File: config.mk
export PLATFORM = sky130hd
export DESIGN_NAME = taillight_sequencer
export DESIGN_NICKNAME = d
export VERILOG_FILES = /design/src/rtl/taillight_sequencer_pkg.sv /design/src/rtl/tick_edge_detect.sv /design/src/rtl/taillight_sequencer.sv
export SDC_FILE = /design/constraint.sdc
export NUM_CORES = 1
export LEC_CHECK = 0
export CAP_MARGIN = 30
export CORE_ASPECT_RATIO = 0.9
export CORE_UTILIZATION = 50
export CTS_CLUSTER_SIZE = 25
export DETAILED_ROUTE_END_ITERATION = 16
export DONT_BUFFER_PORTS = 1
export GPL_TIMING_DRIVEN = 0
export SLEW_MARGIN = 20
export SYNTH_ARGS = -nofsm -noshare
export SYNTH_HDL_FRONTEND = slang
export SYNTH_SLANG_ARGS = --single-unit
export TNS_END_PERCENT = 20
File: constraint.sdc
create_clock -name in_clock -period 2.3 [get_ports in_clock]
set_input_delay 0.46 -clock in_clock [delete_from_list [all_inputs] [get_ports in_clock]]
set_output_delay 0.46 -clock in_clock [all_outputs]
set_load 0.01 [all_outputs]
File: src/rtl/taillight_sequencer_pkg.sv
// Shared types for the taillight sequencer: FSM state and mode encodings
// plus the per-state lamp patterns.
package taillight_sequencer_pkg;

    typedef enum logic [3:0] {
        StIdle = 4'd0,
        StL1   = 4'd1,
        StL2   = 4'd2,
        StL3   = 4'd3,
        StL4   = 4'd4,
        StR1   = 4'd5,
        StR2   = 4'd6,
        StR3   = 4'd7,
        StR4   = 4'd8,
        StHon  = 4'd9,
        StHoff = 4'd10
    } state_e;

    typedef enum logic [1:0] {
        ModeNone  = 2'd0,
        ModeLeft  = 2'd1,
        ModeRight = 2'd2,
        ModeHaz   = 2'd3
    } mode_e;

    // Bank patterns, bit 0 is the innermost lamp.
    localparam logic [2:0] LampOff = 3'b000;
    localparam logic [2:0] Lamp1   = 3'b001;
    localparam logic [2:0] Lamp2   = 3'b011;
    localparam logic [2:0] Lamp3   = 3'b111;

    typedef struct packed {
        logic [2:0] left;
        logic [2:0] right;
    } lamps_t;

    function automatic lamps_t state_lamps(input state_e s);
        lamps_t l;
        l = '{left: LampOff, right: LampOff};
        unique case (s)
            StL1:    l.left  = Lamp1;
            StL2:    l.left  = Lamp2;
            StL3:    l.left  = Lamp3;
            StR1:    l.right = Lamp1;
            StR2:    l.right = Lamp2;
            StR3:    l.right = Lamp3;
            StHon:   l = '{left: Lamp3, right: Lamp3};
            default: l = '{left: LampOff, right: LampOff};
        endcase
        return l;
    endfunction

    // Hazard wins, and both turn switches together also mean hazard.
    function automatic mode_e decode_mode(input logic left, input logic right,
                                          input logic hazard);
        mode_e m;
        if (hazard || (left && right)) begin
            m = ModeHaz;
        end else if (left) begin
            m = ModeLeft;
        end else if (right) begin
            m = ModeRight;
        end else begin
            m = ModeNone;
        end
        return m;
    endfunction

endpackage

File: src/rtl/tick_edge_detect.sv
// Synchronises an asynchronous level into the in_clock domain and flags
// each of its rising edges with a one-cycle pulse.
module tick_edge_detect #(
    parameter int unsigned SYNC_STAGES = 2
) (
    input  logic in_clock,
    input  logic reset_n,
    input  logic d,
    output logic rise
);

    logic [SYNC_STAGES-1:0] sync_q;
    logic                   ts;
    logic                   ts_d_q;

    assign ts = sync_q[SYNC_STAGES-1];

    // Synchroniser chain plus one extra delay for edge detection.
    always_ff @(posedge in_clock or negedge reset_n) begin
        if (!reset_n) begin
            sync_q <= '0;
            ts_d_q <= 1'b0;
        end else begin
            sync_q <= {sync_q[SYNC_STAGES-2:0], d};
            ts_d_q <= ts;
        end
    end

    assign rise = ts & ~ts_d_q;

endmodule

File: src/rtl/taillight_sequencer.sv
// Thunderbird-style sequential taillights on two 3-lamp banks. The slow
// divider clock is sampled as data; each of its rising edges advances the FSM.
module taillight_sequencer #(
    parameter int unsigned SYNC_STAGES = 2
) (
    input  logic       in_clock,
    input  logic       reset_n,
    input  logic       tick_in,
    input  logic       left_req,
    input  logic       right_req,
    input  logic       hazard_req,
    output logic [2:0] lights_l,
    output logic [2:0] lights_r,
    output logic       step_out
);

    import taillight_sequencer_pkg::*;

    logic                   step;
    logic [SYNC_STAGES-1:0] left_sync_q;
    logic [SYNC_STAGES-1:0] right_sync_q;
    logic [SYNC_STAGES-1:0] hazard_sync_q;
    mode_e                  mode;
    state_e                 state_q, state_d;
    lamps_t                 lamps_q;
    logic                   step_q;

    tick_edge_detect #(
        .SYNC_STAGES (SYNC_STAGES)
    ) u_tick_edge (
        .in_clock (in_clock),
        .reset_n  (reset_n),
        .d        (tick_in),
        .rise     (step)
    );

    // Request switches: plain synchronisers, no debounce.
    always_ff @(posedge in_clock or negedge reset_n) begin
        if (!reset_n) begin
            left_sync_q   <= '0;
            right_sync_q  <= '0;
            hazard_sync_q <= '0;
        end else begin
            left_sync_q   <= {left_sync_q[SYNC_STAGES-2:0], left_req};
            right_sync_q  <= {right_sync_q[SYNC_STAGES-2:0], right_req};
            hazard_sync_q <= {hazard_sync_q[SYNC_STAGES-2:0], hazard_req};
        end
    end

    assign mode = decode_mode(left_sync_q[SYNC_STAGES-1], right_sync_q[SYNC_STAGES-1],
                              hazard_sync_q[SYNC_STAGES-1]);

    // Next state: only step cycles move the FSM; a mode change restarts at
    // the first state of the new sequence without finishing the old one.
    always_comb begin
        state_d = state_q;
        if (step) begin
            unique case (mode)
                ModeLeft: begin
                    case (state_q)
                        StL1:    state_d = StL2;
                        StL2:    state_d = StL3;
                        StL3:    state_d = StL4;
                        default: state_d = StL1;
                    endcase
                end
                ModeRight: begin
                    case (state_q)
                        StR1:    state_d = StR2;
                        StR2:    state_d = StR3;
                        StR3:    state_d = StR4;
                        default: state_d = StR1;
                    endcase
                end
                ModeHaz:  state_d = (state_q == StHon) ? StHoff : StHon;
                ModeNone: state_d = StIdle;
            endcase
        end
    end

    // State, lamp and probe registers; lamps decode next-state so they
    // change on the same edge as the state and never glitch.
    always_ff @(posedge in_clock or negedge reset_n) begin
        if (!reset_n) begin
            state_q <= StIdle;
            lamps_q <= '0;
            step_q  <= 1'b0;
        end else begin
            state_q <= state_d;
            lamps_q <= state_lamps(state_d);
            step_q  <= step;
        end
    end

    assign lights_l = lamps_q.left;
    assign lights_r = lamps_q.right;
    assign step_out = step_q;

endmodule
---- Word-level counts from Yosys, hierarchy flattened ----
Index checks and enable logic that the tools add are counted.
word-level totals
  register bits after elaboration ......... 20
  input port bits ......................... 6
  output and inout bits ................... 7
  word-level logic and storage cells ...... 43
operators by class
  equal/unequal tests ..................... 17
  multiplexer cells ....................... 10
  bitwise operators ....................... 2
  reductions and logical operators ........ 5
operators by type and width
  kind                                                             count
  3-bit one-hot mux with 3 select lines                            3
  4-bit by 3-bit == test with 1-bit output, second input constant  6
  4-bit by 2-bit == test with 1-bit output, second input constant  4
  4-bit one-hot mux with 4 select lines                            1
  4-bit one-hot mux with 3 select lines                            1
  4-bit by 1-bit == test with 1-bit output, second input constant  2
  4-bit == test, second input constant                             2
  2-bit two-way mux                                                4
  2-bit == test, second input constant                             2
  4-bit two-way mux                                                1
  2-bit OR reduction                                               2
  2-bit by 1-bit == test with 1-bit output, second input constant  1
  2-bit logical NOT                                                1
  1-bit AND                                                        1
  1-bit logical AND                                                1
  1-bit logical OR                                                 1
  1-bit inverter                                                   1

---- Logic depth before layout (Yosys ltp) ----
Gate-level depths: netlist of the first run.
  depth in word-level cells ............... 9
  mapped depth ............................ 7
  depth with buffers taken out ............ 7

---- Cells and area by module ----
A second synthesis of the first run with hierarchy kept.
unflattened totals
  cell total of the unflattened synthesis .. 67
  area total of the unflattened synthesis .. 838.3 sq um
modules (own cells, without submodules)
  module               instances  cells an instance  area each (sq um)
  taillight_sequencer  1          63                 749.5
  tick_edge_detect     1          4                  88.8

---- Worst setup path after synthesis of the first run ----
OpenSTA, ideal clock, no wires.
  path kind ............................... register to register
  from .................................... register right_sync_q[1]
  to ...................................... register lamps_q, in the netlist lights_r[0]
  library setup time ...................... 130 ps
  arrival time ............................ 1658 ps
  setup slack ............................. 511 ps
  stages on the path, launching flop included .. 7
  cell sequence ........................... dfrtp_1 -> buf_6 -> or3b_1 -> or4_1 -> nand3_2 -> or2b_1 -> o21ai_0
between the ends
  longest elaborated chain between the ends .. 9
ends and longest elaborated chain
  element                                                                           line                                                          RTL
  from (decl)                                                                       taillight_sequencer.sv:21                                     logic [SYNC_STAGES-1:0] right_sync_q;
  from (signal assigned)                                                            taillight_sequencer.sv:45                                     right_sync_q <= {right_sync_q[SYNC_STAGES-2:0], right_req};
  2-bit two-way mux / 1-bit logical AND (equally long branches)                     taillight_sequencer_pkg.sv:61, taillight_sequencer_pkg.sv:57
  2-bit two-way mux / 1-bit logical OR (equally long branches)                      taillight_sequencer_pkg.sv:59, taillight_sequencer_pkg.sv:57
  2-bit two-way mux (*)                                                             taillight_sequencer_pkg.sv:57                                 if (hazard || (left && right)) begin
  2-bit == test (tied with other cells)                                             taillight_sequencer.sv:58                                     unique case (mode)
  4-bit one-hot mux with 4 select lines (*)                                         taillight_sequencer.sv:58
  4-bit two-way mux (*)                                                             taillight_sequencer.sv:57                                     if (step) begin
  net state_d[2]                                                                    taillight_sequencer.sv:24                                     state_e state_q, state_d;
  4-bit == test / 4-bit by 3-bit == test with 1-bit output (equally long branches)  taillight_sequencer_pkg.sv:40                                 unique case (s)
  2-bit OR reduction (no source line)                                               -
  3-bit one-hot mux with 3 select lines (*)                                         taillight_sequencer_pkg.sv:40
  to (signal assigned)                                                              taillight_sequencer.sv:90                                     lamps_q <= state_lamps(state_d);
  to (decl)                                                                         taillight_sequencer.sv:25                                     lamps_t lamps_q;
Mark *: on every way through the listed nets, which the timed path passes. The rest lies on a longest branch.

---- Final worst setup path of the first run ----
  from .................................... register right_sync_q[1]
  to ...................................... register lamps_q, in the netlist lights_r[1]
Same word-level chain as after synthesis.

==> results of run 1 <==
[cell usage in the layout (no fill, tap or decap), types with 2 or more instances in the layout]
cell type,count
nand3_2,2
buf_6,2
nand2_1,5
o21ai_0,3
a21oi_1,4
dfrtp_1,20
xnor2_1,3
nor2_1,3
or2b_1,2
clkbuf_4,3
inv_1,4
[power groups by stage]
stage | clock [uW] | sequential (uW) | combinational, uW
floorplan | 0 | 440 | 114
global placement | 0 | 446 | 133
detailed placement | 0 | 446 | 134
CTS | 294 | 440 | 144
global route | 314 | 447 | 165
finish | 287 | 440 | 145
[cell families after synthesis]
family / Yosys count
simple gates: 21
buf+inv: 8
flops: 20
compound gates: 18
xor+xnor: 3
[stage by stage]
stage	power [uW]	area (um2)
3_5_place_dp	580	867
6_report	872	945
3_3_place_gp	579	867
4_1_cts	878	930
5_1_grt	926	945
2_1_floorplan	554	840
[critical path, delay by kind of cell, from the launching register on]
family,cells,cell delay (ps)
and+or+nand+nor,4,1200
DFF,1,390
buffers and inverters,1,130
AOI/OAI and AO/OA,1,80
[cell type report]
type | count | area (um2)
flip-flops and latches | 20 | 500
well taps | 22 | 27.5
repair buffers | 2 | 25.0
plain buffers | 3 | 30.0
clock buffers | 3 | 22.5
multi-input cells | 42 | 290
inverters | 5 | 18.8
clock inverters | 1 | 30.0
fillers | 119 | 568
[per-layer routing]
metal	vias to the layer above	GRT usage	part of all wire
met5	-	0	0
met4	0	0.136	0.029
met3	4	0.0837	0.054
met2	11	0.264	0.44
met1	255	0.248	0.47
li1	258	-	-
[sequential cells by signal, indices dropped and copies added, names as in the netlist]
name and count:
left_sync_q 2, lights_r 3, right_sync_q 2, lights_l 3, u_tick_edge.sync_q 2, state_q 4
step_out 1, u_tick_edge.ts_d_q 1, hazard_sync_q 2
[what timing repair did]
item                      CTS  global route
resized for setup           0             0
hold endpoints to repair   20             0
setup buffers               0             0
hold buffers                1             0
[worst paths after layout]
| path | endpoint |
|---|---|
| min in group asynchronous | right_sync_q[0] |
| max in group asynchronous | state_q[2] |
| worst max register to register | lights_r[1] |
| worst min-delay path | u_tick_edge.sync_q[0] |
| worst min register to register | right_sync_q[1] |
| worst max-delay path | lights_r[1] |
==> run_results.csv, run 1 <==
group,metric,value,unit
cts,cts_bufs_inserted,3,
drt,avgRoutedWirePerCell,13.9,um
floorplanning,initial_core_util,0.555,
drt,detailedRoute.firstIterationViolations,7,
timing,finalHoldViolCount,0,
finish,antenna_cells_inserted,0,
timing,maxClockFrequency,525,MHz
floorplanning,die_y,40.9,um
synthesis,netlist_instances,70,
synthesis,syn-num-nets,76,
drt,drc_violation_count_after_routing,0,
finish,final_core_util,0.624,
cts,cts_tree,"built",
placed_design,place_hpwl,877,um
worst_setup_path,timing.reg2reg.setup_slack,390,ps
synthesis,synthesis.area_per_instance,12.0,um2
synthesis,dominant_combinational_cell_family_by_area_after_synthesis,"compound AO/OA/AOI/OAI gates",
synthesis,synth.mux.area_fraction,0,
synthesis,synth_largest_area_cell,"dfrtp_1",
run,drv_cap,0,
worst_setup_path,critPathMaxFanout,7,
power,p_sw_frac,0.266,
synthesis,ffs_latches_synth,20,
timing,hold_ws,163,ps
finish,num-nets-final,83,
drt,antenna_violating_nets_post_route,0,
global_route,grt_use_total,0.194,
synthesis,post_synth_and_or_nand_nor_area_fraction,0.156,
worst_setup_path,setup.worst_path.start,"right_sync_q[1]",
finish,drive_above_1_share,0.211,
power,power.share.sequential,0.505,
synthesis,post_synth_design_cell_area,840,um2
cts,clock_tree.htree_level_count,1,
power,power.share.clock,0.329,
cts,worst_setup_hold_path_clk_slew,110,ps
synthesis,async_reset_ff_frac,1.00,
floorplanning,core_area,0.00151,mm2
drt,wl,1360,um
floorplanning,row_count,13,
worst_setup_path,path_class,"register to register",
placed_design,place_ws,399,ps
timing,final.min_clock_period,1910,ps
worst_setup_path,register_to_register_path_depth,6,
synthesis,synth_compound_area_frac,0.158,
synthesis,yosysWarnings,0,
placed_design,placed_cells,92,
cts,clock_latency,310,ps
hold_path,hold_start,"tick_in",
placed_design,routabilityCongestion,0.740,
power,peak_supply_drop,0.000669,V
timing,final.period_utilization,0.829,
global_route,grt_max_degree,21,
timing,post-route-worst-setup-slack,394,ps
synthesis,synth_seq_area_share,0.596,
power,internal-power,640,uW
power,p_leak,0.000420,uW
synthesis,synth_most_common_cell,"dfrtp_1",
global_route,grt_pass1_vias,486,
timing,slew_violations,0,
hold_path,min_delay_path_depth,0,
power,powerDensity,923,mW/mm2
global_route,global_route.overflow_total,0,
timing,worst_clock_skew,2.77,ps
timing,timing.max_slew.rel_slack,0.774,
worst_setup_path,critPathMaxStageDelay,490,ps
synthesis,synth.top_cells.by_area,"dfrtp_1 (60%), xnor2_1 (3.1%), buf_6 (2.7%)",
finish,syn_to_final_growth,12.5,%
global_route,wire_length_of_the_first_global_routing_pass,2260,um
power,comb_power_frac,0.166,
synthesis,post_synth_most_frequent_cells,"dfrtp_1 (20), nand2_1 (5), a21oi_1 (4), inv_1 (4)",
timing,rsz0062_at_grt,"no",
worst_setup_path,worst_path_max_delay_cell,"or4_1",
placed_design,portBuffers,0,
hold_path,hold_class,"input port to register",
floorplanning,fp.dieArea,0.00185,mm2
power,power_switching,232,uW
worst_setup_path,timing.critical_path.to_type,"register",
status,status,"complete, no violations",
finish,final_cell_count_no_fill,98,
synthesis,synth-edff-count,0,
worst_setup_path,regToRegStartpoint,"right_sync_q[1]",
drt,drt_pre_antenna_iters,3,
cts,cts.sinks,20,
floorplanning,top_level_ports,13,
worst_setup_path,crit_path_cell_trace,"buf_6 > or3b_1 > or4_1 > nand3_2 > or2b_1 > o21ai_0",
synthesis,dominantRegCellSynth,"dfrtp_1",
drt,routed-via-count,528,
drt,routed_via_density,5.39,
global_route,antenna_violations_before_repair,0,
worst_setup_path,crit_required,2500,ps
cts,clock_tree.root_cell,"clkbuf_4",
cts,clock_path_buffers,2,
synthesis,synth_cell_types,32,
synthesis,netlist.area_leader.share,0.596,
synthesis,post_synth_xor_area_fraction,0.0313,
floorplanning,dieWidth,45.2,um
timing,finalSetupViolations,0,
worst_setup_path,crit_path_start_kind,"register",
timing,transition_time_of_the_tightest_slew_check_pin,334,ps
timing,timing.setup.tns,0,ps
worst_setup_path,cp.arrival,2110,ps
synthesis,synth_fa_ha_area_frac,0,
Note: power is estimated with default switching activity, not from simulation.
==> run 2: changes to the inputs <==
Clock period 2.3 ns to 1.8 ns, I/O delays scaled along.
==> run 2 against run 1 <==
  * Combinational power increased by 43%
  * Critical path depth unchanged
  * Utilization rose by 2.6 points
  * Register-to-register slack got worse by 390 ps
  * Global-route usage up 0.098 points
  * Via count up 4.0%
  * Critical path type unchanged
  * Die area unchanged
  * Final area up 4.1%
  * Clock power is 28% higher
  * Count of clock-buffer cells in the layout unchanged
  * Power rose by 30%
  * Wire length increased by 1.4%
  * Critical endpoint is now lights_r[0]
==> run_results.csv, run 2 (synthesized netlist as in run 1, its figures left out) <==
group,metric,value,unit
status,status,"complete, no violations",
drt,avgRoutedWirePerCell,13.8,um
floorplanning,row_count,13,
floorplanning,core_area,0.00151,mm2
worst_setup_path,crit_path_start_kind,"register",
cts,clock_latency,310,ps
timing,timing.max_slew.rel_slack,0.798,
cts,cts_bufs_inserted,3,
drt,routed-via-count,549,
cts,clock_tree.root_cell,"clkbuf_4",
hold_path,hold_class,"input port to register",
finish,final_cell_count_no_fill,100,
finish,drive_above_1_share,0.282,
power,powerDensity,1150,mW/mm2
placed_design,portBuffers,0,
cts,cts_tree,"built",
global_route,grt_pass1_vias,495,
drt,drc_violation_count_after_routing,0,
worst_setup_path,timing.critical_path.to_type,"register",
timing,transition_time_of_the_tightest_slew_check_pin,303,ps
timing,maxClockFrequency,558,MHz
worst_setup_path,crit_required,2010,ps
floorplanning,top_level_ports,13,
global_route,antenna_violations_before_repair,0,
global_route,grt_use_total,0.195,
finish,antenna_cells_inserted,0,
finish,num-nets-final,85,
placed_design,routabilityCongestion,0.740,
drt,antenna_violating_nets_post_route,0,
placed_design,place_ws,-101,ps
timing,finalHoldViolCount,0,
timing,slew_violations,0,
global_route,grt_max_degree,21,
drt,drt_pre_antenna_iters,4,
cts,clock_tree.htree_level_count,1,
floorplanning,dieWidth,45.2,um
power,p_total,1140,uW
floorplanning,fp.dieArea,0.00185,mm2
finish,registers.top_by_ff_count,"state_q",
run,drv_cap,0,
drt,routed_via_density,5.49,
timing,final.period_utilization,0.996,
global_route,wire_length_of_the_first_global_routing_pass,2270,um
timing,post-route-worst-setup-slack,6.56,ps
worst_setup_path,worst_path_max_delay_cell,"or4_4",
placed_design,place_hpwl,877,um
cts,clock_path_buffers,2,
cts,cts.sinks,20,
worst_setup_path,crit_path_cell_trace,"buf_6 > or3b_4 > or4_4 > nand3_4 > or2b_1 > o21ai_1",
worst_setup_path,path_class,"register to register",
worst_setup_path,regToRegStartpoint,"right_sync_q[1]",
hold_path,hold_start,"tick_in",
timing,rsz0062_at_grt,"yes",
worst_setup_path,setup.worst_path.start,"right_sync_q[1]",
worst_setup_path,critPathMaxFanout,7,
power,peak_supply_drop,0.000875,V
global_route,global_route.overflow_total,0,
floorplanning,initial_core_util,0.555,
finish,most_common_library_cell_in_the_layout_ignoring_fill_and_taps,"dfrtp_1",
finish,largest_register_ffs,4,
cts,worst_setup_hold_path_clk_slew,110,ps
floorplanning,die_y,40.9,um
drt,detailedRoute.firstIterationViolations,9,
drt,wl,1380,um
timing,final.min_clock_period,1790,ps
worst_setup_path,critPathMaxStageDelay,430,ps
finish,mostFrequentLayoutCells,"dfrtp_1 (20), nand2_1 (5), inv_1 (4), a21oi_1 (4)",
power,p_leak,0.000436,uW
worst_setup_path,cp.arrival,2000,ps
timing,finalSetupViolations,0,
timing,worst_clock_skew,3.77,ps
placed_design,placed_cells,92,
finish,syn_to_final_growth,17.1,%
[run 2: path summary, 6_finish.rpt]
check | cells after the start | to | slack (ps)
worst max-delay path | 6 | lights_r[0] | 7
worst min-delay path | 0 | u_tick_edge.sync_q[0] | 60
worst max register to register | 6 | lights_r[0] | 7
worst min register to register | 0 | right_sync_q[1] | 360
max in group asynchronous | 2 | state_q[2] | 1120
min in group asynchronous | 1 | right_sync_q[0] | 320
[run 2: stage by stage]
stage / hold slack, ps / util / instance area, um2 / TNS, ps
final: 62.3 / 0.650 / 983 / 0
after global routing: 29.1 / 0.650 / 983 / -236
after CTS: 53.7 / 0.640 / 968 / -8.54
after detailed placement: 64.9 / 0.573 / 867 / -313
after global placement: 64.7 / 0.573 / 867 / -270
after floorplan: 64.4 / - / 840 / 0
[run 2: worst max-delay path: cells and delay by family (launching register included)]
family / cells / cell delay (ps)
AO/OA/AOI/OAI: 1 / 60
AND/OR/NAND/NOR: 4 / 1100
flip-flops: 1 / 390
buffers and inverters: 1 / 130
[run 2: cell type report]
| class | instances | area, um2 |
|---|---|---|
| timing repair buffer | 4 | 40.0 |
| sequential | 20 | 500 |
| inverter | 5 | 18.8 |
| fill | 116 | 529 |
| buffer | 3 | 30.0 |
| clock inverter | 1 | 30.0 |
| clock buffer | 3 | 22.5 |
| tap | 22 | 27.5 |
| multi-input combinational | 42 | 314 |
[run 2: routing by layer]
layer  vias to the layer above  wire [um]  GRT usage
li1                        262          -          -
met1                       269        620      0.245
met2                        14        639      0.272
met3                         4         79     0.0837
met4                         0         39      0.136
met5                         -          0          0
[run 2: repair_timing]
item                                    in CTS  in global routing
pin swaps                                    5                  2
hold buffers                                 1                  0
endpoints found under the hold margin       20                  0
endpoints found under the setup margin       5                  6
gates resized for setup                      5                  2
setup buffers                                2                  0
[run 2: power by group]
| group | switching [uW] | total, uW | leakage [uW] | internal (uW) |
|---|---|---|---|---|
| clock network | 141 | 366 | 0.0000279 | 225 |
| registers | 53.1 | 563 | 0.000240 | 510 |
| logic | 110 | 207 | 0.000168 | 96.5 |
| total | 304 | 1140 | 0.000436 | 832 |
